File: config.mk
export PLATFORM = sky130hd
export DESIGN_NAME = scanline_rect_scheduler
export DESIGN_NICKNAME = d
export VERILOG_FILES = /design/src/rtl/gpu_pkg.sv /design/src/rtl/scanline_rect_scheduler_comparator.sv /design/src/rtl/scanline_rect_scheduler.sv
export SDC_FILE = /design/constraint.sdc
export NUM_CORES = 1
export LEC_CHECK = 0
export BUFFER_PORTS_ARGS = -buffer_cell sky130_fd_sc_hd__buf_2
export CORE_ASPECT_RATIO = 1.2
export CORE_MARGIN = 2
export CORE_UTILIZATION = 50
export DETAILED_ROUTE_END_ITERATION = 12
export GPL_ROUTABILITY_DRIVEN = 1
export PLACE_DENSITY = 0.78
export SYNTH_ARGS = -nofsm -noshare
export SYNTH_HDL_FRONTEND = slang
export SYNTH_SLANG_ARGS = --single-unit
File: constraint.sdc
create_clock -name clk -period 3.7 [get_ports clk]
set_clock_uncertainty 0.15 [all_clocks]
set_input_delay 0.555 -clock clk [delete_from_list [all_inputs] [get_ports clk]]
set_output_delay 0.555 -clock clk [all_outputs]
set_load 0.005 [all_outputs]
File: src/rtl/gpu_pkg.sv
// Shared GPU rasteriser types: scheduler FSM states and the index/count width
// derivations also used by the active list and the pixel stage.
package gpu_pkg;

  typedef enum logic [1:0] {
    S_IDLE  = 2'd0,
    S_SCAN  = 2'd1,
    S_DRAIN = 2'd2
  } sched_state_t;

  localparam int DEF_RECT_COUNT = 64;
  localparam int DEF_MAX_ACTIVE = 16;

  function automatic int idx_width(input int n);
    return (n > 1) ? $clog2(n) : 1;
  endfunction

  function automatic int cnt_width(input int n);
    return $clog2(n + 1);
  endfunction

endpackage

File: src/rtl/scanline_rect_scheduler_comparator.sv
// Vertical span test shared across all rects: hit when left <= coord < right.
module comparator #(
  parameter int W = 16
) (
  input  logic [W-1:0] left,
  input  logic [W-1:0] right,
  input  logic [W-1:0] coord,
  output logic         hit
);

  // An empty or inverted span (left >= right) can never satisfy both bounds.
  assign hit = (left <= coord) && (coord < right);

endmodule

File: src/rtl/scanline_rect_scheduler.sv
// Per-scanline rect culling: walks the rect table once per line and emits the
// ascending indices of rects whose vertical span covers the line.
`ifndef COORD_WIDTH
`define COORD_WIDTH 16
`endif

module scanline_rect_scheduler
  import gpu_pkg::*;
#(
  parameter int COORD_WIDTH = `COORD_WIDTH,
  parameter int RECT_COUNT  = DEF_RECT_COUNT,
  parameter int MAX_ACTIVE  = DEF_MAX_ACTIVE,
  parameter int IDX_W       = idx_width(RECT_COUNT),
  parameter int CNT_W       = cnt_width(MAX_ACTIVE)
) (
  input  logic                   clk,
  input  logic                   rst_n,
  input  logic                   start,
  input  logic [COORD_WIDTH-1:0] line_y,
  output logic [IDX_W-1:0]       rect_addr,
  input  logic [COORD_WIDTH-1:0] rect_top,
  input  logic [COORD_WIDTH-1:0] rect_bottom,
  output logic                   active_we,
  output logic [IDX_W-1:0]       active_idx,
  output logic [CNT_W-1:0]       active_count,
  output logic                   overflow,
  output logic                   busy,
  output logic                   done
);

  localparam logic [IDX_W-1:0] LAST_IDX = IDX_W'(RECT_COUNT - 1);
  localparam logic [CNT_W-1:0] CNT_MAX  = CNT_W'(MAX_ACTIVE);

  sched_state_t           state;
  logic                   drain_cnt;
  logic [COORD_WIDTH-1:0] y_lat;
  logic                   vld_p1;
  logic [IDX_W-1:0]       idx_p1;
  logic                   hit_p1;

  comparator #(.W(COORD_WIDTH)) u_cmp (
    .left  (rect_top),
    .right (rect_bottom),
    .coord (y_lat),
    .hit   (hit_p1)
  );

  // Stage 1: index of the read in flight; lines up with rect_top/rect_bottom.
  always_ff @(posedge clk) begin
    if (state == S_IDLE && start) y_lat <= line_y;
    idx_p1 <= rect_addr;
  end

  always_ff @(posedge clk or negedge rst_n) begin
    if (!rst_n) begin
      state        <= S_IDLE;
      drain_cnt    <= 1'b0;
      rect_addr    <= '0;
      vld_p1       <= 1'b0;
      active_we    <= 1'b0;
      active_idx   <= '0;
      active_count <= '0;
      overflow     <= 1'b0;
      busy         <= 1'b0;
      done         <= 1'b0;
    end else begin
      done      <= 1'b0;
      active_we <= 1'b0;
      vld_p1    <= 1'b0;
      unique case (state)
        S_IDLE: begin
          if (start) begin
            state        <= S_SCAN;
            rect_addr    <= '0;
            active_count <= '0;
            overflow     <= 1'b0;
            busy         <= 1'b1;
          end
        end
        S_SCAN: begin
          vld_p1 <= 1'b1;
          if (rect_addr == LAST_IDX) begin
            state     <= S_DRAIN;
            drain_cnt <= 1'b0;
          end else begin
            rect_addr <= rect_addr + IDX_W'(1);
          end
        end
        S_DRAIN: begin
          drain_cnt <= 1'b1;
          if (drain_cnt) begin
            state <= S_IDLE;
            busy  <= 1'b0;
            done  <= 1'b1;
          end
        end
        default: state <= S_IDLE;
      endcase

      // Stage 2: compare result becomes the active-list write.
      if (vld_p1 && hit_p1) begin
        if (active_count < CNT_MAX) begin
          active_we    <= 1'b1;
          active_idx   <= idx_p1;
          active_count <= active_count + CNT_W'(1);
        end else begin
          overflow <= 1'b1;
        end
      end
    end
  end

endmodule

* After elaboration in Yosys (flattened, before gate mapping) *
Cells that the tools add are included.

storage, ports and cells
  flip-flop bits (word level) = 47
  latch bits = 0
  RAM bits = 0
  bits in read-only memories = 0
  output and inout bits = 21
  word-level logic and storage cells = 61
  memories = 0

operators by class
  $add $sub $neg = 2
  multiply operators = 0
  divide/modulo/power cells = 0
  order comparisons = 3
  eq/ne operators = 7
  shift-type cells = 0
  mux-type cells = 25
  bitwise gates (word level) = 0
  reductions and logical operators = 12

operators by type and width
  kind                                                             number
  5-bit two-way mux                                                4
  16-bit less-or-equal comparator                                  1
  16-bit less-than comparator                                      1
  1-bit two-way mux                                                12
  6-bit two-way mux                                                2
  6-bit one-hot mux with 2 select lines                            1
  3-bit AND reduction                                              3
  2-bit != test, second input constant                             4
  6-bit by 1-bit adder with 6-bit output, second input constant    1
  6-bit == test, second input constant                             1
  2-bit two-way mux                                                3
  2-bit one-hot mux with 3 select lines                            1
  2-bit nonzero test                                               3
  5-bit by 1-bit adder with 5-bit output, second input constant    1
  5-bit less-than comparator, second input constant                1
  1-bit one-hot mux with 2 select lines                            2
  2-bit AND reduction                                              2
  1-bit logical AND                                                3
  2-bit by 1-bit == test with 1-bit output, second input constant  1
  2-bit == test, second input constant                             1
  2-bit logical NOT                                                1

* Longest topological paths before layout *
  depth in word-level cells = 4
  mapped depth = 10
  depth with buffers taken out = 9

* By module *
From an unflattened synthesis, not the netlist that was laid out.

unflattened totals
  cell total of the unflattened synthesis = 225
  area, all modules = 2528.7 um2

by module, submodules not included
  module                   times used  cells each  area an instance (um2)  seq. area each (um2)
  scanline_rect_scheduler  1           120         1749.2                  1226.2
  comparator               1           105         779.5                   0.0

* Least setup slack after synthesis *
No wires, ideal clock.

  kind = in2reg
  from = input port rect_top[10]
  to = register active_idx[3]
  arrival time = 2.475 ns
  slack = 0.950 ns
  cell stages on the path = 7
  buffers on the path = 1
  cells stage by stage = ha_1 nand4_1 or4_4 o221a_4 o211ai_4 buf_8 mux2_2

between the ends
  cells in the longest elaborated chain, start to end = 4

ends and longest elaborated chain
  what                                  line                                      text
  start, declared                       scanline_rect_scheduler.sv:21             input logic [COORD_WIDTH-1:0] rect_top,
  16-bit less-or-equal comparator       scanline_rect_scheduler_comparator.sv:12  assign hit = (left <= coord) && (coord < right);
  1-bit logical AND                     scanline_rect_scheduler_comparator.sv:12
  1-bit logical AND                     scanline_rect_scheduler.sv:101            if (vld_p1 && hit_p1) begin
  2-bit AND reduction (no source line)  -
  end signal, assigned                  scanline_rect_scheduler.sv:104            active_idx <= idx_p1;
  end, declared                         scanline_rect_scheduler.sv:24             output logic [IDX_W-1:0] active_idx,

No other way between the ends.
A chain may end at the register's enable or synchronous reset.

* Worst setup path in the final report *
  from = register y_lat[10]
  to = register active_count[3]

between the ends
  cells in the longest elaborated chain, start to end = 4

ends and longest elaborated chain
  what                                                                                   line                                      text
  start, declared                                                                        scanline_rect_scheduler.sv:36             logic [COORD_WIDTH-1:0] y_lat;
  start signal, assigned                                                                 scanline_rect_scheduler.sv:50             if (state == S_IDLE && start) y_lat <= line_y;
  16-bit less-or-equal comparator / 16-bit less-than comparator (equally long branches)  scanline_rect_scheduler_comparator.sv:12
  1-bit logical AND (*)                                                                  scanline_rect_scheduler_comparator.sv:12
  1-bit logical AND (*)                                                                  scanline_rect_scheduler.sv:101
  5-bit two-way mux (*)                                                                  scanline_rect_scheduler.sv:101
  end signal, assigned                                                                   scanline_rect_scheduler.sv:105            active_count <= active_count + CNT_W'(1);
  end, declared                                                                          scanline_rect_scheduler.sv:25             output logic [CNT_W-1:0] active_count,

Every way passes the cells marked *; elsewhere a longest branch is shown, timed or not.

==> impl_metrics.csv <==
group,metric,value,unit
sta,slew_viol_final,0,
setup_path,r2r_slack,0.93,ns
place,preCtsSetupSlack,0.656,ns
detailed_routing,route.final.wire_length,4.70,mm
place,portBuffers,71,
final_layout,diodes,0,
logic_synthesis,ys_seq_elements,47,
logic_synthesis,yosysTopAreaCell,"dfrtp_1",
power,leakagePower,0.00152,uW
sta,relSlewSlack,45.6,%
detailed_routing,drt_iter0_drc,30,
setup_path,arrival,2.82,ns
sta,hold_violations,0,
setup_path,cp-start-kind,"flip-flop",
final_layout,nNetsFinal,388,
logic_synthesis,synthCells,227,
clock_tree,cts_buffers,5,
logic_synthesis,ys_seq_area_share,50.3,%
run,drv_cap,0,
sta,setup-tns-final,0,ns
floorplan,rows,27,
outcome,run_status,"complete, no violations",
sta,grt_setup_unrepaired,"false",
global_routing,first_global_vias,1853,
detailed_routing,via_per_inst,5.02,
detailed_routing,drc,0,
clock_tree,clock-sinks,47,
final_layout,drive_above_1_share,28.9,%
detailed_routing,vias,1823,
hold_path,hp-class,"input pin to asynchronous set/reset pin",
clock_tree,cts_tree,"yes",
power,p_total,1180,uW
final_layout,register_area,1230,um2
sta,fmax,0.361,GHz
floorplan,pin_count,72,
global_routing,grt_overflow,0,
global_routing,grt_max_degree,26,
logic_synthesis,synth-warning-count,0,
logic_synthesis,synth_area_leaders,"dfrtp_1 (26%), edfxtp_1 (20%), ha_1 (17%)",
clock_tree,clockBufferDepth,2,
global_routing,grt.total_usage,19.6,%
place,hpwl,3.78,mm
detailed_routing,firstDrtPassIters,4,
floorplan,die_area,5450,um2
floorplan,start_util,52.7,%
clock_tree,h-tree-depth,2,
setup_path,cp-end-kind,"flip-flop",
clock_tree,clk_latency,0.30,ns
sta,fin_crit,2.77,ns
floorplan,fp.dieW,67.8,um
setup_path,critical_path_class,"flip-flop to flip-flop",
sta,fin_ws,0.929,ns
setup_path,cp_data_required_time,3.75,ns
detailed_routing,routedWlPerCell,12.9,um
setup_path,r2r-start,"y_lat[10]",
clock_tree,clockRootBuffer,"clkbuf_8",
power,p_per_area,402,nW/um2
logic_synthesis,synth_top_cell_area_share,25.7,%
final_layout,fillers,385,
logic_synthesis,synthDistinctLibCells,35,
clock_tree,postCtsSetupRepairBufs,0,
logic_synthesis,synth.avg_cell_area,10.7,um2
sta,period_share,74.9,%
clock_tree,ctsResizeCount,0,
clock_tree,holdBufCountCts,0,
final_layout,area_delta_synth_final,20.8,%
place,gp_congestion,0.801,
detailed_routing,route.antenna.remaining_nets,0,
logic_synthesis,netlist_area,2440,um2
floorplan,core,4630,um2
logic_synthesis,synth.net_count,311,
power,ir_worst_vdd,301,uV
clock_tree,clk_pin_slew_worst_paths,0.09,ns
setup_path,critPathLaunch,"y_lat[10]",
floorplan,die_h,80.5,um
sta,tightest_slew,0.816,ns
sta,setup_viol,0,
final_layout,multi_input_area,1040,um2
global_routing,grt_pass1_wl,7.82,mm
global_routing,antenna_found_initial,0,
place,dpl-instance-area,2850,um2
setup_path,path_max_fanout,16,
final_layout,fin_area,2950,um2
cell families (layout without fill, tap and decap cells):
kind of cell             Yosys count  count (layout)  synth area share, %
buffers and inverters             43             121                 7.08
adder cells (fa/ha/maj)           33              33                 16.9
flip-flops                        47              47                 50.3
multiplexers                       7               7                 3.18
AO/OA/AOI/OAI                     40              40                 10.9
XOR/XNOR                           3               3                 1.08
AND/OR/NAND/NOR                   54              54                 10.6
path summary, 6_finish.rpt:
path / end / cells past startpoint
max in group asynchronous: state[0] / 1
worst max-delay path: active_count[3] / 8
worst max register to register: active_count[3] / 8
min in group clk: y_lat[10] / 1
worst min-delay path: active_count[3] / 1
worst min register to register: idx_p1[5] / 0
cell usage after synthesis:
cell type,n
a21o_1,1
nor3b_1,1
buf_8,1
mux2_2,6
nor2_1,8
a21oi_1,15
or4_4,1
a221oi_1,2
or3_1,1
o2111ai_1,1
edfxtp_1,16
o22ai_1,1
xnor2_1,1
nor3_1,4
nand3_1,10
inv_1,42
o21ai_0,12
nor2b_1,1
o2bb2ai_1,1
xor2_1,2
a311o_1,1
o221a_4,1
nand4_1,5
mux2i_1,1
o31ai_1,1
o211ai_4,1
o211ai_1,1
ha_1,33
nand2_1,20
dfxtp_1,6
nor2_2,1
dfrtp_1,25
or4_1,1
nand2b_1,1
o21a_1,2
cells in the final DEF, fill, tap and decap left out, types with 2 or more instances in the layout:
cell type	instances
ha_1	33
o21ai_0	12
inv_1	42
mux2_2	6
nand4_1	5
nor3_1	4
edfxtp_1	16
dfrtp_1	25
xor2_1	2
nand2_1	20
nand3_1	10
a21oi_1	15
o21a_1	2
a221oi_1	2
nor2_1	8
dfxtp_1	6
clkbuf_8	6
buf_2	71
state kept, by name, summed over array words and instances (netlist names):
signal        flops
active_idx        6
idx_p1            6
done              1
active_count      5
busy              1
state             2
vld_p1            1
drain_cnt         1
rect_addr         6
active_we         1
overflow          1
y_lat            16
through the flow:
stage               std cells  utilization [%]  hold WS (ns)
floorplan                 227                -         0.109
global placement          355             61.6         0.274
detailed placement        355             61.6         0.271
CTS                       363             63.7        0.0898
global route              363             63.7         0.123
finish                    363             63.7        0.0785
worst max-delay path, cell delays in order (launching register included):
cell,delay [ns]
edfxtp_1,0.36
inv_1,0.05
ha_1,0.31
nand4_1,0.12
or4_4,0.51
o221a_4,0.29
o211ai_4,0.44
nor3_1,0.11
a311o_1,0.34
power by group:
part / switching, uW / internal (uW) / leakage (uW)
Combinational: 108 / 113 / 0.000967
Clock: 169 / 154 / 0.0000489
Sequential: 43.8 / 596 / 0.000500
Total: 321 / 864 / 0.00152
layout make-up:
cell class,count,share of cell area [%]
multi-input cells,137,35.3
repair buffers,71,12.1
flip-flops and latches,47,41.6
clock inverters,1,0.297
inverters,42,5.35
well taps,58,2.46
clock buffers,7,2.93
metal layers:
layer | global-route usage, % | up-vias | share of wire, %
met5 | 0 | - | 0
met4 | 6.73 | 0 | 1.5
met3 | 5.32 | 7 | 4.9
met2 | 35.2 | 39 | 51
met1 | 21.7 | 837 | 43
li1 | - | 940 | -
Power figures use the tool's default switching activity.
